**src/rtl/mult_pkg.sv**
```systemverilog
// Shared types and sizing helpers for the sequential Booth multiplier.
package mult_pkg;

    typedef enum logic [1:0] {
        IDLE,
        RUN,
        DONE
    } state_t;

    // Internal operand width: one guard bit so unsigned operands stay positive.
    function automatic int op_width(input int width);
        return width + 1;
    endfunction

    // Step counter must hold 0..W1.
    function automatic int cnt_width(input int width);
        return $clog2(width + 2);
    endfunction

endpackage

```
**src/rtl/booth_step.sv**
```systemverilog
// One radix-2 Booth step: conditional add of A or S, then arithmetic shift right.
module booth_step #(
    parameter int PW = 67
) (
    input  logic [PW-1:0] p,
    input  logic [PW-1:0] a,
    input  logic [PW-1:0] s,
    output logic [PW-1:0] p_next
);

    logic [PW-1:0] sum;

    always_comb begin
        sum = p;
        unique case (p[1:0])
            2'b01:   sum = p + a;
            2'b10:   sum = p + s;
            default: sum = p;
        endcase
        p_next = {sum[PW-1], sum[PW-1:1]};
    end

endmodule

```
**src/rtl/booth_mult_seq.sv**
```systemverilog
// Sequential radix-2 Booth multiplier, signed/unsigned, one step per clock.
module booth_mult_seq #(
    parameter int WIDTH = 32
) (
    input  logic             clock,
    input  logic             reset,
    input  logic             start,
    input  logic             signed_mode,
    input  logic [WIDTH-1:0] operand1,
    input  logic [WIDTH-1:0] operand2,
    output logic             busy,
    output logic             done,
    output logic [WIDTH-1:0] hi,
    output logic [WIDTH-1:0] lo
);

    import mult_pkg::*;

    localparam int W1 = op_width(WIDTH);
    localparam int PW = 2 * W1 + 1;
    localparam int CW = cnt_width(WIDTH);

    state_t state;
    state_t state_next;

    logic [PW-1:0] p;
    logic [PW-1:0] a;
    logic [PW-1:0] s;
    logic [PW-1:0] p_next;
    logic [CW-1:0] cnt;
    logic [W1-1:0] m;
    logic [W1-1:0] m_neg;
    logic [W1-1:0] q;
    logic          accept;
    logic          last;

    // Sign- or zero-extend so both modes run through the same signed datapath.
    always_comb begin
        m = signed_mode ? {operand1[WIDTH-1], operand1}
                        : {1'b0, operand1};
        q = signed_mode ? {operand2[WIDTH-1], operand2}
                        : {1'b0, operand2};
        m_neg = ~m + W1'(1);
    end

    assign accept = start && (state != RUN);
    assign last   = (state == RUN) && (cnt == CW'(W1 - 1));
    assign busy   = (state == RUN);
    assign done   = (state == DONE);

    booth_step #(
        .PW(PW)
    ) u_step (
        .p      (p),
        .a      (a),
        .s      (s),
        .p_next (p_next)
    );

    always_ff @(posedge clock or posedge reset) begin
        if (reset) begin
            state <= IDLE;
        end else begin
            state <= state_next;
        end
    end

    always_comb begin
        state_next = state;
        unique case (state)
            IDLE:    if (start) state_next = RUN;
            RUN:     if (last) state_next = DONE;
            DONE:    state_next = start ? RUN : IDLE;
            default: state_next = IDLE;
        endcase
    end

    always_ff @(posedge clock or posedge reset) begin
        if (reset) begin
            p   <= '0;
            a   <= '0;
            s   <= '0;
            cnt <= '0;
            hi  <= '0;
            lo  <= '0;
        end else if (accept) begin
            a   <= {m, {(W1 + 1){1'b0}}};
            s   <= {m_neg, {(W1 + 1){1'b0}}};
            p   <= {{W1{1'b0}}, q, 1'b0};
            cnt <= '0;
        end else if (state == RUN) begin
            p   <= p_next;
            cnt <= cnt + CW'(1);
            if (last) begin
                hi <= p_next[2*WIDTH:WIDTH+1];
                lo <= p_next[WIDTH:1];
            end
        end
    end

endmodule

```
**config.mk**
```make
export PLATFORM = sky130hd
export DESIGN_NAME = booth_mult_seq
export DESIGN_NICKNAME = d
export VERILOG_FILES = /design/src/rtl/mult_pkg.sv /design/src/rtl/booth_step.sv /design/src/rtl/booth_mult_seq.sv
export SDC_FILE = /design/constraint.sdc
export NUM_CORES = 1
export LEC_CHECK = 0
export BUFFER_PORTS_ARGS = -buffer_cell sky130_fd_sc_hd__buf_2
export CORE_ASPECT_RATIO = 1.75
export CORE_UTILIZATION = 55
export DETAILED_ROUTE_END_ITERATION = 10
export PLACE_DENSITY_LB_ADDON = 0.15
export RECOVER_POWER = 50
export SLEW_MARGIN = 30
export SYNTH_ARGS = -nofsm -noshare
export SYNTH_HDL_FRONTEND = slang
export SYNTH_HIERARCHICAL = 1
export SYNTH_SLANG_ARGS = --single-unit
export TNS_END_PERCENT = 30
```
**constraint.sdc**
```tcl
create_clock -name clock -period 5.9 [get_ports clock]
set_input_delay 0.295 -clock clock [delete_from_list [all_inputs] [get_ports clock]]
set_output_delay 0.295 -clock clock [all_outputs]
set_load 0.1 [all_outputs]
```
; ---- Word-level counts from Yosys, hierarchy flattened
; Index checks and enable logic that the tools add are counted.
[totals]
output_inout_bits = 66
wordCells = 38
reg_bits = 205
[op_classes]
n_mux = 11
bitwise_logic = 2
n_reduce_logical = 6
n_eq_ne = 8
addsub = 4
[op_table]
columns = cell, n
row1 = $add 67x67->67, 2
row2 = $mux 67, 2
row3 = $pmux 67 s2, 1
row4 = $mux 33, 2
row5 = $add 33x1->33 const B, 1
row6 = $not 33->33, 1
row7 = $mux 6, 2
row8 = $add 6x1->6 const B, 1
row9 = $eq 6x6->1 const B, 1
row10 = $pmux 2 s3, 1
row11 = $eq 2x1->1 const B, 2
row12 = $eq 2x2->1 const B, 2
row13 = $mux 2, 2
row14 = $ne 2x1->1 const B, 2
row15 = $reduce_and 3->1, 1
row16 = $logic_and 1x1->1, 2
row17 = $logic_not 2->1, 1
row18 = $ne 2x2->1 const B, 1
row19 = $reduce_and 2->1, 1
row20 = $reduce_bool 2->1, 1
row21 = $mux 1, 1
row22 = $not 1->1, 1

; ---- Depth between registers and ports, before layout
[logic_depth]
word_depth = 4
mapped_depth = 21

; ---- By module
; The synthesis kept the hierarchy.
[modules_own_cells]
columns = mod, area_per_inst_um2, cells_each, n_inst, seq_area_each_um2
row1 = booth_mult_seq, 8530.7, 735, 1, 5104.9
row2 = booth_step, 5398.9, 807, 1, 0.0

; ---- Worst setup path before layout
; OpenSTA, ideal clock, no wires.
[synth_path]
path_kind = register to register
start = register p[0]
end = register hi[29]
stages_incl_launch_ff = 16
n_path_buf = 3
t_arrival_ns = 4.144
setup_slack_ns = 1.631
cell_sequence = dfrtp_1 inv_1 ha_1 clkbuf_1 clkbuf_1 mux2_2 ha_1 clkbuf_1 a21o_1 a21o_1 a21o_1 a221oi_1 o41ai_4 a211o_2 a221o_1 mux2_2
[synth_between]
elab_chain_len = 2
word_cells_on_any_way = 5
[synth_rtl]
columns = element, line_no
row1 = start: declaration, booth_mult_seq.sv:26  ; logic [PW-1:0] p;
row2 = start signal: assignment, booth_mult_seq.sv:89  ; p <= {{W1{1'b0}}, q, 1'b0};
row3 = start signal: assignment, booth_mult_seq.sv:92  ; p <= p_next;
row4 = "$add 67x67->67, or another cell as far along", booth_step.sv:17  ; 2'b10: sum = p + s;
row5 = $pmux 67 s2 *, booth_step.sv:15  ; unique case (p[1:0])
row6 = named net p_next[62], booth_mult_seq.sv:29  ; logic [PW-1:0] p_next;
row7 = end signal: assignment, booth_mult_seq.sv:95  ; hi <= p_next[2*WIDTH:WIDTH+1];
row8 = end: declaration, booth_mult_seq.sv:13  ; output logic [WIDTH-1:0] hi,
; Mark *: on every way through the listed nets, which the timed path passes. The rest lies on a longest branch.
; A chain may end at the register's enable or synchronous reset.

; ---- Worst setup path in the final report
[layout_path]
start = register p[0]
end = register hi[24]
; The elaborated chain is that of the path after synthesis.

==> flow_summary.toml <==
[outcome]
status = "complete, but fails checks"
violations = "max-capacitance violations, max-slew violations"

[routing]
vias_per_cell = 5.787
vias = 11620
drt-total-wl_mm = 38.10
routedWlPerCell_um = 18.98
ant_nets = 0
drc = 0
drtIter0Drc = 480
first_pass_iters = 4

[worst_setup_path]
cpPeakStageDelay_ns = 0.56
crit_buf_inv = 1
r2r_start = "p[0]"
crit_fanout = 41
critPathLaunchType = "flop"
r2r_slack_ns = 1.65
r2r-end = "hi[24]"
crit_chain = "inv_1 > ha_4 > mux2_2 > ha_1 > a21oi_1 > o211ai_1 > o21a_1 > a211oi_1 > a21bo_2 > a21oi_1 > and2_1 > o21ai_0 > xnor2_1 > o21ai_0 > mux2_2"
r2r_cells = 15
critical-path-top-delay-family = "compound AO/OA/AOI/OAI gates"
slowest_stage = "ha_4"
critical_path_required_ns = 6.29
end_kind = "flop"
critical_path_class = "flop to flop"
arrival_ns = 4.65

[clocking]
clock_latency_ns = 0.53
clockBufferDepth = 3
clkTransAtPathRegs_ns = 0.07
cts_buffers = 21
cts_tree = "yes"
h-tree-depth = 1
cts.repair.resized = 0
root_buffer = "clkbuf_16"
cts_sinks = 204

[timing]
rsz0062_at_grt = "no"
slew_viol_final = 209
fin_crit_ns = 4.255
clock.fmax_mhz = 235.0
max_slew_margin_pct = -129.9
setup_tns_ns = 0
finalSetupViolCount = 0
timing.final.ws_setup_ns = 1.645
worst_pin_slew_ns = 3.430
fin_skew_ns = 0.02535
finalHoldViolCount = 0
finalCritPeriodShare_pct = 72.11

[die]
rows = 76
dieWidth_um = 122.3
num_io_pins = 134
start_util_pct = 56.34
fp.coreArea_sq_um = 24720
dieHeight_um = 212.5
die-area_sq_um = 25990

[global_routing]
grt_max_degree = 100
grt_overflow = 0
track_usage_pct = 30.19
grt_pass1_wl_mm = 60.49
antenna_found_initial = 2
grt_pass1_vias = 11910

[hold_path]
min-delay-start = "operand1[30]"
hold_path_class = "input port to flop"
hold_end = "a[64]"
hold_path_depth = 2

[logic_synthesis]
synth_top_area_cell = "dfrtp_1"
syn_inst = 1542
yosys.cell_types.count = 67
ys_seq_area_share_pct = 36.65
ys.flop_type = "dfrtp_1"
synth_edf_count = 0
netlist_top_cells_area = "dfrtp_1 (37%), mux2_2 (13%), o21ai_0 (7.1%)"
synth.avg_cell_area_sq_um = 9.033
synth_area_sq_um = 13930
synthArstFlopShare_pct = 100.0
yosysWarnings = 6
synth_top_area_share_pct = 36.65
ys_seq_elements = 204

[final_layout]
stdcell_count = 2008
seq_area_sq_um = 5105
final.fill_count = 2240
nets = 1818
layout_commonest_cell = "nand2_1"
multi_input_area_sq_um = 8603
areaGrowthSynthToFinish_pct = 12.12
final_cell_mix = "nand2_1 (256), dfrtp_1 (204), o21ai_0 (199)"
drive_gt1_share_pct = 17.46
final_util_pct = 63.17

[placed_design]
dpl.hpwl_mm = 28.92
place_ws_ns = 1.685
dp.cells = 1967
placement.io_buffers = 133
gp_congestion = 0.9607

[job]
maxCapViolCount = 3
## state kept, by name, indices dropped and copies added, names as in the netlist
register  flops
p            67
s            33
a            32
hi           32
lo           32
cnt           6
state         2
## worst register-to-register path, stage by stage (launching register included)
cell and delay (ns):
dfrtp_1 0.40, inv_1 0.12, ha_4 0.57, mux2_2 0.41
ha_1 0.41, a21oi_1 0.27, o211ai_1 0.15, o21a_1 0.19
a211oi_1 0.18, a21bo_2 0.28, a21oi_1 0.18, and2_1 0.25
o21ai_0 0.15, xnor2_1 0.17, o21ai_0 0.12, mux2_2 0.29
## timing repair
item,4_1_cts,5_1_grt
hold endpoints to repair,73,0
buffers inserted,0,0
hold buffers,1,0
## metal layers
metal  wire length [um]  vias up  GRT usage, %
met2              21710      237         59.96
li1                   -     5698             -
met3               1075      111         3.407
met5                 13        -             0
met4               2590        2         19.72
met1              12710     5572         27.78
## cell usage after synthesis (4+ instances only)
| master | number |
|---|---|
| a211oi_1 | 5 |
| a21boi_0 | 5 |
| a21o_1 | 49 |
| a21oi_1 | 82 |
| a31oi_1 | 10 |
| and2_1 | 7 |
| and3_1 | 11 |
| buf_1 | 14 |
| buf_2 | 8 |
| clkbuf_1 | 72 |
| dfrtp_1 | 204 |
| ha_1 | 69 |
| inv_1 | 28 |
| mux2_2 | 163 |
| mux2i_1 | 35 |
| nand2_1 | 257 |
| nand2b_1 | 9 |
| nand3_1 | 23 |
| nand4_1 | 26 |
| nor2_1 | 50 |
| nor2b_1 | 7 |
| nor3_1 | 18 |
| nor4_1 | 15 |
| o211ai_1 | 5 |
| o21ai_0 | 199 |
| o21ai_1 | 5 |
| o21bai_1 | 15 |
| o31ai_1 | 7 |
| or3_1 | 4 |
| xnor2_1 | 46 |
| xor2_1 | 45 |
## kinds of logic after synthesis
| family | after synthesis | share of synthesized area (%) |
|---|---|---|
| AO/OA/AOI/OAI | 412 | 17.57 |
| XOR/XNOR | 91 | 5.722 |
| adder cells (fa/ha/maj) | 70 | 6.342 |
| buffers and inverters | 124 | 3.512 |
| flip-flops | 204 | 36.65 |
| multiplexers | 198 | 15.69 |
| other | 1 | 0.02692 |
| AND/OR/NAND/NOR | 442 | 14.49 |
## worst max-delay path by stage
| stage | startpoint | to | slack, ns | depth (start not counted) |
|---|---|---|---|---|
| 6_report | p[0] | hi[24] | 1.65 | 15 |
| 5_1_grt | reset | p[27] | 0.92 | 4 |
| 4_1_cts | p[0] | hi[29] | 1.65 | 12 |
| 3_5_place_dp | p[0] | hi[29] | 1.69 | 12 |
| 3_3_place_gp | p[0] | hi[29] | 1.75 | 12 |
| 2_1_floorplan | reset | a[35] | 0.04 | 1 |
## through the flow
step	hold slack (ns)	cell area, sq um
5_1_grt	0.04061	15620
4_1_cts	0.03432	15680
3_5_place_dp	0.3943	14950
2_1_floorplan	0.4429	14180
3_3_place_gp	0.3946	14950
6_report	0.05718	15620
## final cells by class
class                   count  share of cell area (%)
multi-input cells        1281                   55.09
clock inverters            11                   1.082
clock buffers              27                   3.573
flip-flops and latches    204                   32.69
inverters                  28                  0.6890
repair buffers            144                   4.366
well taps                 312                   2.500
diodes                      1                 0.01602
Power is left out: the tool's default activity adds up to more than one toggle a clock period on the data nets, which glitch-free logic cannot reach.
